[src/rtl/multicycle_control.sv]
// Main sequencing FSM for the non-pipelined MIPS CPU: steps each instruction through
// fetch/decode/execute/memory/writeback and drives all datapath controls from the state.
module multicycle_control #(
  parameter int OP_WIDTH    = 6,
  parameter int ALUOp_WIDTH = 2
) (
  input  logic                   clk,
  input  logic                   rst,
  input  logic [OP_WIDTH-1:0]    opcode,
  input  logic                   mem_ready,
  output logic                   PCWrite,
  output logic                   PCWriteCond,
  output logic                   IorD,
  output logic                   MemRead,
  output logic                   MemWrite,
  output logic                   MemtoReg,
  output logic                   IRWrite,
  output logic                   RegWrite,
  output logic                   RegDst,
  output logic                   ALUSrcA,
  output logic [1:0]             ALUSrcB,
  output logic [1:0]             PCSource,
  output logic [ALUOp_WIDTH-1:0] ALUOp,
  output logic                   instr_done,
  output logic                   illegal_op,
  output logic [3:0]             state
);

  typedef enum logic [3:0] {
    FETCH   = 4'd0,
    DECODE  = 4'd1,
    MEMADR  = 4'd2,
    MEMRD   = 4'd3,
    MEMWB   = 4'd4,
    MEMWR   = 4'd5,
    EXEC    = 4'd6,
    RWB     = 4'd7,
    BRANCH  = 4'd8,
    JUMP    = 4'd9,
    ADDI_EX = 4'd10,
    ADDI_WB = 4'd11
  } state_t;

  localparam logic [OP_WIDTH-1:0] OP_RTYPE = OP_WIDTH'(6'b000000);
  localparam logic [OP_WIDTH-1:0] OP_LW    = OP_WIDTH'(6'b100011);
  localparam logic [OP_WIDTH-1:0] OP_SW    = OP_WIDTH'(6'b101011);
  localparam logic [OP_WIDTH-1:0] OP_BEQ   = OP_WIDTH'(6'b000100);
  localparam logic [OP_WIDTH-1:0] OP_J     = OP_WIDTH'(6'b000010);
  localparam logic [OP_WIDTH-1:0] OP_ADDI  = OP_WIDTH'(6'b001000);

  localparam logic [ALUOp_WIDTH-1:0] ALU_ADD  = ALUOp_WIDTH'(0);
  localparam logic [ALUOp_WIDTH-1:0] ALU_SUB  = ALUOp_WIDTH'(1);
  localparam logic [ALUOp_WIDTH-1:0] ALU_FUNC = ALUOp_WIDTH'(2);

  state_t curState, nextState;

  always_ff @(posedge clk) begin
    if (rst) curState <= FETCH;
    else     curState <= nextState;
  end

  // Reset blanks every control so nothing in the datapath moves while held.
  assign state = rst ? 4'd0 : curState;

  always_comb begin
    nextState   = FETCH;
    PCWrite     = 1'b0;
    PCWriteCond = 1'b0;
    IorD        = 1'b0;
    MemRead     = 1'b0;
    MemWrite    = 1'b0;
    MemtoReg    = 1'b0;
    IRWrite     = 1'b0;
    RegWrite    = 1'b0;
    RegDst      = 1'b0;
    ALUSrcA     = 1'b0;
    ALUSrcB     = 2'b00;
    PCSource    = 2'b00;
    ALUOp       = ALU_ADD;
    instr_done  = 1'b0;
    illegal_op  = 1'b0;
    if (!rst) begin
      case (curState)
        FETCH: begin
          MemRead   = 1'b1;
          ALUSrcB   = 2'b01;
          IRWrite   = mem_ready;
          PCWrite   = mem_ready;
          nextState = mem_ready ? DECODE : FETCH;
        end
        DECODE: begin
          ALUSrcB = 2'b11;
          if (opcode == OP_LW || opcode == OP_SW) nextState = MEMADR;
          else if (opcode == OP_RTYPE)            nextState = EXEC;
          else if (opcode == OP_BEQ)              nextState = BRANCH;
          else if (opcode == OP_J)                nextState = JUMP;
          else if (opcode == OP_ADDI)             nextState = ADDI_EX;
          else begin
            illegal_op = 1'b1;
            nextState  = FETCH;
          end
        end
        MEMADR: begin
          ALUSrcA   = 1'b1;
          ALUSrcB   = 2'b10;
          nextState = (opcode == OP_SW) ? MEMWR : MEMRD;
        end
        MEMRD: begin
          MemRead   = 1'b1;
          IorD      = 1'b1;
          nextState = mem_ready ? MEMWB : MEMRD;
        end
        MEMWB: begin
          RegWrite   = 1'b1;
          MemtoReg   = 1'b1;
          instr_done = 1'b1;
        end
        MEMWR: begin
          MemWrite   = 1'b1;
          IorD       = 1'b1;
          instr_done = mem_ready;
          nextState  = mem_ready ? FETCH : MEMWR;
        end
        EXEC: begin
          ALUSrcA   = 1'b1;
          ALUOp     = ALU_FUNC;
          nextState = RWB;
        end
        RWB: begin
          RegWrite   = 1'b1;
          RegDst     = 1'b1;
          instr_done = 1'b1;
        end
        BRANCH: begin
          ALUSrcA     = 1'b1;
          ALUOp       = ALU_SUB;
          PCWriteCond = 1'b1;
          PCSource    = 2'b01;
          instr_done  = 1'b1;
        end
        JUMP: begin
          PCWrite    = 1'b1;
          PCSource   = 2'b10;
          instr_done = 1'b1;
        end
        ADDI_EX: begin
          ALUSrcA   = 1'b1;
          ALUSrcB   = 2'b10;
          nextState = ADDI_WB;
        end
        ADDI_WB: begin
          RegWrite   = 1'b1;
          instr_done = 1'b1;
        end
        default: nextState = FETCH;
      endcase
    end
  end

endmodule

[config.mk]
export PLATFORM = sky130hd
export DESIGN_NAME = multicycle_control
export DESIGN_NICKNAME = d
export VERILOG_FILES = /design/src/rtl/multicycle_control.sv
export SDC_FILE = /design/constraint.sdc
export NUM_CORES = 1
export LEC_CHECK = 0
export CORE_AREA = 2 2 43 45
export DETAILED_ROUTE_END_ITERATION = 8
export DIE_AREA = 0 0 45 47
export HOLD_SLACK_MARGIN = 0.12
export PLACE_DENSITY = 0.86
export SETUP_SLACK_MARGIN = 0.05
export SYNTH_ARGS = -nofsm -noshare
export SYNTH_HDL_FRONTEND = slang
export SYNTH_SLANG_ARGS = --single-unit
[constraint.sdc]
create_clock -name clk -period 1.79 [get_ports clk]
set_input_delay 0.2685 -clock clk [delete_from_list [all_inputs] [get_ports clk]]
set_output_delay 0.2685 -clock clk [all_outputs]
set_load 0.05 [all_outputs]
==> flow_summary_export.csv <==
group,metric,value,unit
run_status,status,"complete, no violations",
routing,post-route-drc-count,0,
sta,drv_slew,0,
power_and_ir_drop,peakVddDrop,0.3158,mV
yosys,yosysTopAreaCellShare,12.93,%
finish,fin_util,87.73,%
setup_path,cp_top_family,"simple AND/OR/NAND/NOR gates",
power_and_ir_drop,p_per_area,285.8,nW/um2
clock_network,clkSlewWorstSetupHoldPaths,0.03,ns
yosys,synth_most_common_cell,"nor2_1",
setup_path,cp_max_fo,11,
sta,post-route-min-period,1.711,ns
sta,skew,0.004496,ns
floorplan,die_area,2115,um2
routing,vias_per_cell,6.076,
sta,worstMarginPinSlew,0.3477,ns
routing,drt_iter0_drc,38,
clock_network,clockRootBuffer,"clkbuf_4",
sta,period_share,95.60,%
sta,setup_tns,0,ns
finish,regMostFlops,"curState",
clock_network,numCtsBuffers,3,
setup_path,worstPathRequired,1.52,ns
finish,largest_reg_flops,4,
global_route,grt_pass1_wl,4.140,mm
clock_network,cts.path.max_buffers,2,
clock_network,holdBufCountCts,0,
routing,wl_per_cell,17.66,um
global_route,grt_pass1_vias,866,
floorplan,core,1652,um2
yosys,yosys-top-cells-area,"dfxtp_1 (13%), nor2_1 (7.3%), and3_1 (6.1%)",
clock_network,h-tree-depth,1,
floorplan,fp-row-count,15,
floorplan,design.portCount,31,
job,cap_violations,0,
yosys,syn_inst,88,
yosys,synth_edf_count,0,
power_and_ir_drop,leakage,0.5877,nW
clock_network,clock_latency,0.24,ns
yosys,synth.yosys.seq_area_share,12.93,%
routing,dr.pass1.iters,4,
global_route,overflow,0,
sta,fmax,584.4,MHz
yosys,synth_area_per_cell,7.038,um2
yosys,synth_ff_type,"dfxtp_1",
routing,vias,960,
sta,setup_viol,0,
global_route,grt_max_degree,12,
yosys,async_flop_share,0,%
routing,drt-total-wl,2.791,mm
placement,dpl.hpwl,2.072,mm
sta,finalHoldViolations,0,
yosys,synth.distinct_cells,41,
setup_path,crit_buf_inv,1,
finish,top_regs,"curState: 4 flops",
floorplan,start_util,37.50,%
yosys,synthesis.nets,97,
yosys,yosysTopAreaCell,"dfxtp_1",
setup_path,cp_cell_sequence,"nor2b_1 > and3_2 > or2_4 > buf_6",
setup_path,cpPeakStageDelay,0.38,ns
setup_path,path_class,"flop to output port",
finish,fin_cells,158,
routing,drt.antenna.violating_nets,0,
global_route,grt_antenna_before_repair,0,
setup_path,cp_data_arrival_time,1.44,ns
finish,num-nets-final,152,
yosys,netlist_area,619.3,um2
power_and_ir_drop,p_total,0.4141,mW
yosys,synth-seq-cells,4,
yosys,synth_warnings,0,
clock_network,cts.sinks,4,
worst_hold_path,min_path_type,"primary input to flop",
floorplan,die_w,45,um
sta,rsz0062_at_grt,"true",
finish,area_delta_synth_final,133.9,%
yosys,ys_top_cells_by_count,"nor2_1 (12), nor3_1 (7), and3_1 (6)",
clock_network,cts_tree,"yes",
finish,drive_gt1_share,60.28,%
floorplan,dieHeight,47,um
sta,max_slew_margin,76.49,%
placement,routabilityCongestion,0.8515,
placement,portBuffers,30,
finish,n_antenna_cell,0,
setup_path,worstSetupStartpointType,"flop",
setup_path,crit_path_end_kind,"output port",
global_route,track_usage,27.85,%
setup_path,crit_slowest_cell,"dfxtp_4",
placement,dp.cells,151,
[tightest hold or removal path: cells and delay by family]
kind / cells / cell delay (ns)
AO/OA/AOI/OAI: 2 / 0.24
AND/OR/NAND/NOR: 1 / 0.06
buffers and inverters: 1 / 0.18
[through the flow]
stage                     hold WS (ns)  setup WS, ns  cell area, um2
final                           0.5625       0.07881            1449
after CTS                       0.6780       0.04348            1399
after global placement          0.7405      -0.04134            1363
after global routing            0.5845     0.0009409            1449
after detailed placement        0.7897       -0.1485            1363
after floorplan                 0.5234      -0.07645           700.7
[report_power, final]
part | total, mW | internal (mW) | switching, mW
Combinational | 0.202 | 0.0954 | 0.107
Clock | 0.115 | 0.0751 | 0.0400
Sequential | 0.0970 | 0.0901 | 0.00688
[cells in the final DEF, fill, tap and decap left out, types with 2 or more instances in the layout]
| master | synthesis | routed |
|---|---|---|
| and3_1 | 6 | 3 |
| and3_2 | 0 | 2 |
| a21oi_1 | 3 | 2 |
| nand3_1 | 4 | 4 |
| clkbuf_2 | 0 | 2 |
| xor2_1 | 2 | 2 |
| o21ai_1 | 1 | 3 |
| buf_4 | 1 | 28 |
| nor2_2 | 0 | 3 |
| nor4_2 | 1 | 2 |
| nor2_4 | 0 | 3 |
| o21ai_0 | 5 | 3 |
| dfxtp_2 | 0 | 2 |
| dfxtp_4 | 0 | 2 |
| nor3_2 | 0 | 2 |
| nor2_1 | 12 | 6 |
| nand2b_1 | 3 | 3 |
| buf_12 | 0 | 21 |
| nor2b_1 | 5 | 4 |
| nor3_1 | 7 | 4 |
| dlygate4sd2_1 | 0 | 4 |
| clkbuf_4 | 0 | 3 |
[per-layer routing]
layer / vias to the layer above / global-route usage (%) / part of all wire [%] / wire length (um)
met3: 8 / 2.308 / 5.3 / 148
li1: 434 / - / - / -
met2: 53 / 53.14 / 55 / 1535
met4: 0 / 15.29 / 2.9 / 80
met5: - / 0 / 0 / 0
met1: 465 / 30.25 / 37 / 1028
[area by class of cell]
type / count / area, um2
Clock buffer: 3 / 22.52
Multi-Input combinational cell: 75 / 601.8
Tap cell: 17 / 21.27
Fill cell: 77 / 202.7
Timing Repair Buffer: 58 / 709.4
Sequential cell: 4 / 90.09
Inverter: 1 / 3.754
[path summary, 6_finish.rpt]
path / startpoint / to / slack, ns / depth (start not counted)
worst max register to register: curState[2] / curState[0] / 0.11 / 6
worst min register to register: curState[2] / curState[3] / 0.68 / 2
worst min-delay path: opcode[1] / curState[1] / 0.56 / 4
worst max-delay path: curState[0] / PCWrite / 0.08 / 4
[what timing repair did]
action,CTS,global route
endpoints found under the setup margin,16,6
buffers inserted,1,3
gates resized for setup,13,14
pin swaps,2,3
[cells by family after synthesis]
logic type	synth area share, %
AND/OR/NAND/NOR	48.28
AO/OA/AOI/OAI	24.45
buffers and inverters	8.281
multiplexers	1.818
flip-flops	12.93
XOR/XNOR	4.243
Power figures use the tool's default switching activity.
